--- src/rtl/uart_pkg.sv ---
// Definitions shared by the UART transmit scheduler, baud generator and receiver:
// frame state encoding and the default frame geometry.
package uart_pkg;

  localparam int UART_OVERSAMPLE = 16;
  localparam int UART_DATA_BITS  = 8;

  typedef enum logic [1:0] {
    IDLE  = 2'd0,
    START = 2'd1,
    DATA  = 2'd2,
    STOP  = 2'd3
  } uart_state_e;

endpackage

--- src/rtl/uart_tx_scheduler_rr_arbiter.sv ---
// Round-robin arbiter: picks the first set request at or after the pointer
// (wrapping) and moves the pointer past the winner when the grant is taken.
module rr_arbiter
  import uart_pkg::*;
#(
  parameter int NUM_REQ = 4,
  parameter int ID_W    = 2
) (
  input  logic               clock,
  input  logic               reset_n,
  input  logic [NUM_REQ-1:0] req,
  input  logic               advance,
  output logic [NUM_REQ-1:0] grant,
  output logic [ID_W-1:0]    grant_idx,
  output logic               valid
);

  logic [ID_W-1:0] ptr;

  // Scan from farthest to nearest so the nearest set request wins.
  always_comb begin
    grant     = '0;
    grant_idx = '0;
    valid     = 1'b0;
    for (int k = NUM_REQ - 1; k >= 0; k--) begin
      automatic int j = (int'(ptr) + k) % NUM_REQ;
      if (req[j]) begin
        grant     = '0;
        grant[j]  = 1'b1;
        grant_idx = ID_W'(j);
        valid     = 1'b1;
      end
    end
  end

  always_ff @(posedge clock or negedge reset_n) begin
    if (!reset_n) begin
      ptr <= '0;
    end else if (advance && valid) begin
      ptr <= (grant_idx == ID_W'(NUM_REQ - 1)) ? '0 : grant_idx + ID_W'(1);
    end
  end

endmodule

--- src/rtl/uart_tx_scheduler.sv ---
// Shares one UART tx line between NUM_REQ byte sources: round-robin grant,
// byte capture and serialisation (start, LSB-first data, stop) on the 16x baud tick.
module uart_tx_scheduler
  import uart_pkg::*;
#(
  parameter int NUM_REQ    = 4,
  parameter int ID_W       = 2,
  parameter int DATA_BITS  = UART_DATA_BITS,
  parameter int OVERSAMPLE = UART_OVERSAMPLE,
  parameter int STOP_BITS  = 1
) (
  input  logic                         clock,
  input  logic                         reset_n,
  input  logic                         tick,
  input  logic [NUM_REQ-1:0]           req,
  input  logic [NUM_REQ*DATA_BITS-1:0] data,
  output logic [NUM_REQ-1:0]           ack,
  output logic [ID_W-1:0]              grant_id,
  output logic                         busy,
  output logic                         tx
);

  localparam int TICK_W = $clog2(OVERSAMPLE * STOP_BITS);
  localparam int BIT_W  = $clog2(DATA_BITS + 1);
  localparam logic [TICK_W-1:0] BIT_LAST  = TICK_W'(OVERSAMPLE - 1);
  localparam logic [TICK_W-1:0] STOP_LAST = TICK_W'(OVERSAMPLE * STOP_BITS - 1);
  localparam logic [BIT_W-1:0]  DATA_LAST = BIT_W'(DATA_BITS - 1);

  uart_state_e          state, state_d;
  logic [TICK_W-1:0]    tick_cnt, tick_d;
  logic [BIT_W-1:0]     bit_cnt, bit_d;
  logic [DATA_BITS-1:0] shift, shift_d;
  logic [NUM_REQ-1:0]   grant_oh;
  logic [ID_W-1:0]      grant_idx;
  logic                 grant_vld;
  logic                 advance;
  logic                 tx_d;

  rr_arbiter #(
    .NUM_REQ (NUM_REQ),
    .ID_W    (ID_W)
  ) u_arb (
    .clock     (clock),
    .reset_n   (reset_n),
    .req       (req),
    .advance   (advance),
    .grant     (grant_oh),
    .grant_idx (grant_idx),
    .valid     (grant_vld)
  );

  // Ticks in IDLE and in the grant cycle never reach the counter, so the
  // start bit always spans a full OVERSAMPLE ticks after the grant edge.
  always_comb begin
    state_d = state;
    tick_d  = tick_cnt;
    bit_d   = bit_cnt;
    shift_d = shift;
    advance = 1'b0;
    case (state)
      IDLE: begin
        if (grant_vld) begin
          advance = 1'b1;
          state_d = START;
          tick_d  = '0;
          for (int i = 0; i < NUM_REQ; i++) begin
            if (grant_oh[i]) shift_d = data[i*DATA_BITS +: DATA_BITS];
          end
        end
      end
      START: begin
        if (tick) begin
          if (tick_cnt == BIT_LAST) begin
            state_d = DATA;
            tick_d  = '0;
            bit_d   = '0;
          end else begin
            tick_d = tick_cnt + TICK_W'(1);
          end
        end
      end
      DATA: begin
        if (tick) begin
          if (tick_cnt == BIT_LAST) begin
            tick_d  = '0;
            shift_d = shift >> 1;
            bit_d   = bit_cnt + BIT_W'(1);
            if (bit_cnt == DATA_LAST) state_d = STOP;
          end else begin
            tick_d = tick_cnt + TICK_W'(1);
          end
        end
      end
      STOP: begin
        if (tick) begin
          if (tick_cnt == STOP_LAST) begin
            state_d = IDLE;
            tick_d  = '0;
          end else begin
            tick_d = tick_cnt + TICK_W'(1);
          end
        end
      end
      default: state_d = IDLE;
    endcase
  end

  always_comb begin
    case (state_d)
      START:   tx_d = 1'b0;
      DATA:    tx_d = shift_d[0];
      default: tx_d = 1'b1;
    endcase
  end

  always_ff @(posedge clock or negedge reset_n) begin
    if (!reset_n) begin
      state    <= IDLE;
      tick_cnt <= '0;
      bit_cnt  <= '0;
      tx       <= 1'b1;
      busy     <= 1'b0;
      ack      <= '0;
      grant_id <= '0;
    end else begin
      state    <= state_d;
      tick_cnt <= tick_d;
      bit_cnt  <= bit_d;
      tx       <= tx_d;
      busy     <= (state_d != IDLE);
      ack      <= advance ? grant_oh : '0;
      if (advance) grant_id <= grant_idx;
    end
  end

  // The byte register only carries data; its content is meaningless until a grant loads it.
  always_ff @(posedge clock) begin
    shift <= shift_d;
  end

endmodule

--- config.mk ---
export PLATFORM = sky130hd
export DESIGN_NAME = uart_tx_scheduler
export DESIGN_NICKNAME = d
export VERILOG_FILES = /design/src/rtl/uart_pkg.sv /design/src/rtl/uart_tx_scheduler_rr_arbiter.sv /design/src/rtl/uart_tx_scheduler.sv
export SDC_FILE = /design/constraint.sdc
export NUM_CORES = 1
export LEC_CHECK = 0
export CORE_AREA = 2 2 72 74
export CTS_CLUSTER_SIZE = 16
export DETAILED_ROUTE_END_ITERATION = 8
export DIE_AREA = 0 0 74 76
export PLACE_DENSITY = 0.67
export SETUP_SLACK_MARGIN = 0.3
export SYNTH_ARGS = -nofsm -noshare
export SYNTH_HDL_FRONTEND = slang
export SYNTH_SLANG_ARGS = --single-unit
--- constraint.sdc ---
create_clock -name clock -period 4.37 [get_ports clock]
set_clock_uncertainty 0.2 [all_clocks]
set_input_delay 1.0925 -clock clock [delete_from_list [all_inputs] [get_ports clock]]
set_output_delay 1.0925 -clock clock [all_outputs]
set_load 0.01 [all_outputs]
==> impl_metrics.env <==
export IMPL_detail_route_iter0_violations=116
export IMPL_run_status="completed"
export IMPL_ys_flop_type="dfrtp_1"
export IMPL_synth_cells=220
export IMPL_finalHoldViolCount=0
export IMPL_wl_per_cell_um=15.24
export IMPL_start_util=0.4266
export IMPL_core_area_sq_um=4912
export IMPL_worstPathArrival_ns=3.48
export IMPL_met3_length_um=79
export IMPL_synth_most_common_cell="nand2_1"
export IMPL_tightest_slew_ns=0.9307
export IMPL_clk_pin_slew_ns=0.10
export IMPL_die_area_sq_um=5624
export IMPL_fin_crit_sh=0.8356
export IMPL_clkSinkCount=28
export IMPL_setup_tns_ns=0
export IMPL_fin_area_sq_um=2693
export IMPL_ioPinCount=47
export IMPL_n_antenna_cell=0
export IMPL_die_w_um=74
export IMPL_fp_row_count=26
export IMPL_synth_area_sq_um=2096
export IMPL_leakage_nw=1.026
export IMPL_numCtsBuffers=3
export IMPL_syn_avg_cell_area_sq_um=9.526
export IMPL_cts_tree="done"
export IMPL_cp_start_kind="input pin"
export IMPL_path_class="input pin to flip-flop"
export IMPL_cellPowerDensity_nw_per_um2=263.5
export IMPL_drt_pre_antenna_iters=4
export IMPL_drc_errors=0
export IMPL_cap_violations=0
export IMPL_root_buffer="clkbuf_8"
export IMPL_synth_top_area_share=0.2269
export IMPL_fin_crit_ns=3.652
export IMPL_timing_rr_end="shift[7]$_DFFE_PP_"
export IMPL_holdPathEnd="grant_id[1]$_DFFE_PN0P_"
export IMPL_yosysWarnings=0
export IMPL_clockBufferDepth=2
export IMPL_drv_slew=0
export IMPL_regToRegSetupSlack_ns=1.22
export IMPL_synth_seq_cells=28
export IMPL_clk_latency_ns=0.28
export IMPL_r2r_start="u_arb.ptr[1]$_DFFE_PN0P_"
export IMPL_viasPerCell=5.536
export IMPL_rsz0062_at_grt="false"
export IMPL_globalplace_congestion=0.8094
export IMPL_dr_wl_met2_mm=2.690
export IMPL_maxSlewHeadroom=0.3776
export IMPL_grt_first_pass_wirelength_mm=8.673
export IMPL_setup_viol=0
export IMPL_h_tree_depth=1
export IMPL_ys_seq_area_frac=0.3493
export IMPL_dr_max_layer_used="met4"
export IMPL_dp_hpwl_mm=3.886
export IMPL_die_h_um=76
export IMPL_layout_drive_gt1_share=0.1061
export IMPL_min_path_type="flip-flop to flip-flop"
export IMPL_cts_resized_gates=0
export IMPL_ir_worst_vdd_mv=0.1186
export IMPL_final_util=0.5481
export IMPL_antenna_left=0
export IMPL_syn_nets=269
export IMPL_antenna_found_initial=0
export IMPL_min_path_cells=2
export IMPL_place_area_sq_um=2621
export IMPL_worst_setup_path_end_kind="flip-flop"
export IMPL_grt_usage=0.1931
export IMPL_fmax_ghz=0.2738
export IMPL_vias=1849
export IMPL_grt_max_degree=22
export IMPL_routed_wl_mm=5.090
export IMPL_grt_remaining_overflow=0
export IMPL_drt_met1_wl_mm=2.279
export IMPL_synth_edf_count=7
export IMPL_post_synth_top_area_cell="dfrtp_1"
export IMPL_fin_nets=314
export IMPL_synthToLayoutAreaGrowth_pct=28.48
export IMPL_hp_start="grant_id[1]$_DFFE_PN0P_"
export IMPL_path_max_fanout=12
export IMPL_required_ns=4.20
export IMPL_post_cts_buffers=0
export IMPL_ctsHoldBuffers=0
export IMPL_reg2regPathDepth=9
export IMPL_grt_pass1_vias=1804
export IMPL_synthArstFlopShare=0.7143
export IMPL_synth_distinct_cells=55
export IMPL_port_buffer_count=46
export IMPL_holdWs_ns=0.3000
export IMPL_netlist_top_cells_area="dfrtp_1 23%, edfxtp_1 10%, ha_1 6.0%, mux2i_1 3.8%, o21ai_0 3.8%"
export IMPL_ys_top_cells_by_count="21 x nand2_1, 19 x dfrtp_1, 18 x nor2_1"
[power by group]
part / leakage, nW / internal [W] / switching (W)
Clock: 0.0357 / 0.000123 / 0.0000852
Sequential: 0.327 / 0.000295 / 0.0000315
Combinational: 0.662 / 0.0000926 / 0.0000822
[layout by cell type, fill, tap and decap left out, drive strengths merged, types with 4 or more instances in the layout]
| cell type | netlist | final |
|---|---|---|
| dfrtp | 19 | 19 |
| nor3 | 4 | 4 |
| ha | 10 | 10 |
| nand2 | 21 | 21 |
| o21ai | 16 | 16 |
| a21oi | 9 | 9 |
| nor2 | 18 | 18 |
| clkdlybuf4s50 | 0 | 46 |
| nor2b | 4 | 4 |
| buf | 8 | 8 |
| mux2i | 8 | 8 |
| edfxtp | 7 | 7 |
| inv | 8 | 8 |
| a22o | 4 | 4 |
| o31ai | 8 | 8 |
| a221oi | 9 | 9 |
| a22oi | 12 | 12 |
| o22ai | 4 | 4 |
| nand2b | 6 | 6 |
[worst max path at each step]
stage | cells past startpoint | slack, ns | endpoint | startpoint
6_report | 7 | 0.72 | shift[7]$_DFFE_PP_ | req[3]
2_1_floorplan | 8 | 0.86 | shift[1]$_DFFE_PP_ | req[3]
4_1_cts | 7 | 0.71 | shift[7]$_DFFE_PP_ | req[3]
3_3_place_gp | 7 | 0.46 | shift[1]$_DFFE_PP_ | req[3]
3_5_place_dp | 7 | 0.40 | shift[7]$_DFFE_PP_ | req[3]
5_1_grt | 7 | 0.46 | shift[2]$_DFFE_PP_ | req[2]
[worst max-delay path: stages]
cell and delay, ns:
clkdlybuf4s50_1 0.53, mux4_2 0.67, a21oi_1 0.17, a22o_1 0.48, nor2b_4 0.13, a221oi_2 0.27, o32ai_2 0.12
[logic make-up after synthesis]
group           share of synthesized area
fa+ha+maj                         0.05970
buf+inv                           0.05373
mux                               0.08657
flops                              0.3493
xor+xnor                          0.01254
compound gates                     0.2919
simple gates                       0.1463
[flip-flops by register name, indices dropped and copies added (netlist names)]
signal / cells
tick_cnt: 4
ack: 4
u_arb.ptr: 2
busy: 1
bit_cnt: 4
tx: 1
shift: 8
state: 2
grant_id: 2
[cell type report]
class | instances | area [sq um]
repair buffers | 54 | 520.5
inverters | 8 | 30.03
flip-flops and latches | 28 | 732.0
fillers | 434 | 2220
well taps | 70 | 87.58
clock inverters | 1 | 30.03
multi-input cells | 170 | 1251
clock buffers | 3 | 41.29
[stage by stage]
step            power, W  worst slack [ns]  std cells
2_1_floorplan  0.0004403            0.8605        220
3_5_place_dp   0.0005070            0.4025        330
4_1_cts        0.0007134            0.7094        334
6_report       0.0007094            0.7183        334
3_3_place_gp   0.0005026            0.4590        330
5_1_grt        0.0007537            0.4607        334
[layer usage]
| layer | track usage | vias to the layer above |
|---|---|---|
| met5 | 0 | - |
| met4 | 0.05273 | 0 |
| met3 | 0.01984 | 2 |
| met2 | 0.3277 | 22 |
| met1 | 0.2571 | 906 |
| li1 | - | 919 |
Power figures use the tool's default switching activity.
==> variant, RTL diff (config.mk and constraints unchanged) <==
`ID_W` is set to 2 in 2 places; all go to 4.
--- a/src/rtl/uart_tx_scheduler_rr_arbiter.sv
+++ b/src/rtl/uart_tx_scheduler_rr_arbiter.sv
@@ -6,3 +6,3 @@
   parameter int NUM_REQ = 4,
-  parameter int ID_W    = 2
+  parameter int ID_W    = 4
 ) (
--- a/src/rtl/uart_tx_scheduler.sv
+++ b/src/rtl/uart_tx_scheduler.sv
@@ -6,3 +6,3 @@
   parameter int NUM_REQ    = 4,
-  parameter int ID_W       = 2,
+  parameter int ID_W       = 4,
   parameter int DATA_BITS  = UART_DATA_BITS,
Interface: changed (resized grant_id); port bits go from 47 to 49. The function was not compared with the original's and may differ.
==> variant against the original RTL <==
Sequential share of layout area is 0.88 points lower; non-clock buffer count is the same; final area is 3.3% higher; sequential cell count is the same; setup slack got worse by 220 ps; die area unchanged; synthesized area increased by 5.9%; count of clock-buffer cells in the layout increased by 1; routed wire length up 7.6%; critical path type unchanged; highest routed layer unchanged.
Power is not compared: it rests on default switching activity, and its combinational part moved more than twofold at a synthesized area within 25%.
==> variant: results (changes against the original RTL) <==
The run gives 196 (+69%) as the DRC violation total after the first TritonRoute iteration. The met1 wire length was 2605 µm (+14%). Power comes to 1.345 mW. The run finished with clean final reports. The tools report the end of the worst hold path as grant_id[0].

The ratio of cells with drive above 1 in the final layout was 0.08754 (-0.01852). The shortest clock period the worst path allows after layout works out to 3868 ps (+216.7 ps). The logs give 0.01852 (-0.001323) for the met3 track utilization from global routing and 3660 ps (+180 ps) for the data arrival time of the critical path.

The critical hold path startpoint is grant_id[0]. The worst-margin pin slew was 870.4 ps (-60.39 ps); the net count of the finished layout was 347 (+11%). Yosys attributes the largest share of cell area to sky130_fd_sc_hd__dfrtp_1, sky130_fd_sc_hd__edfxtp_1, sky130_fd_sc_hd__nand2_1.

The critical path ends at shift[6]. For the met3 wire length, the log shows 186 µm (+140%). The number of vias after detailed routing is 2071 (+12%).

Minimum hold slack: 284.2 ps (-15.76 ps). The global-route track usage on met2 is 0.3107 (-0.01696), and the last weighted congestion value of the routability-driven placer is 0.9288 (+15%). The run gives 0.2024 (+0.009363) as the overall track demand over capacity in global routing. The number of cells after detailed placement was 363 (+10%); the post-synthesis average cell area was 8.598 µm² (-9.7%). Average wire length per cell after detail routing: 14.92 µm (-2.1%).

The count of cells along the worst register-to-register path was 8 (-1); the sequential-to-total area share from yosys stat was 0.3299 (-0.01930). The tools report the pin count of the biggest net entering global routing as 21 (-4.5%). The run gives 2646 µm (-1.6%) as the met2 wire length.

The run gives 9315 µm (+7.4%) as the first-pass GRT wire length.
==> variant: cell count changes after synthesis, sizes merged, moves of 4 or more <==
cell    change
nand3       +4
o31ai       -5
and3        +4
o211ai     +15
a22oi       -5
nand2      +21
a21oi       +9
a221oi      -8
==> variant: layout make-up <==
class                           count  share of cell area
Multi-Input combinational cell    204              0.4892
Sequential cell                    28              0.2630
Timing Repair Buffer               54              0.1871
Tap cell                           70             0.03147
Clock buffer                        4             0.01978
Inverter                            7            0.009442
==> variant: kinds of logic (layout without fill, tap and decap cells) <==
| group | after synthesis | in the layout | share of synthesized area |
|---|---|---|---|
| and+or+nand+nor | 90 | 90 | 0.1912 |
| muxes | 14 | 14 | 0.08799 |
| buffers and inverters | 27 | 65 | 0.05809 |
| adders and majority gates | 10 | 10 | 0.05640 |
| xor gates and xnor gates | 2 | 2 | 0.007898 |
| AOI/OAI and AO/OA | 86 | 86 | 0.2668 |
| DFF | 28 | 28 | 0.3300 |
| other | 1 | 2 | 0.001690 |
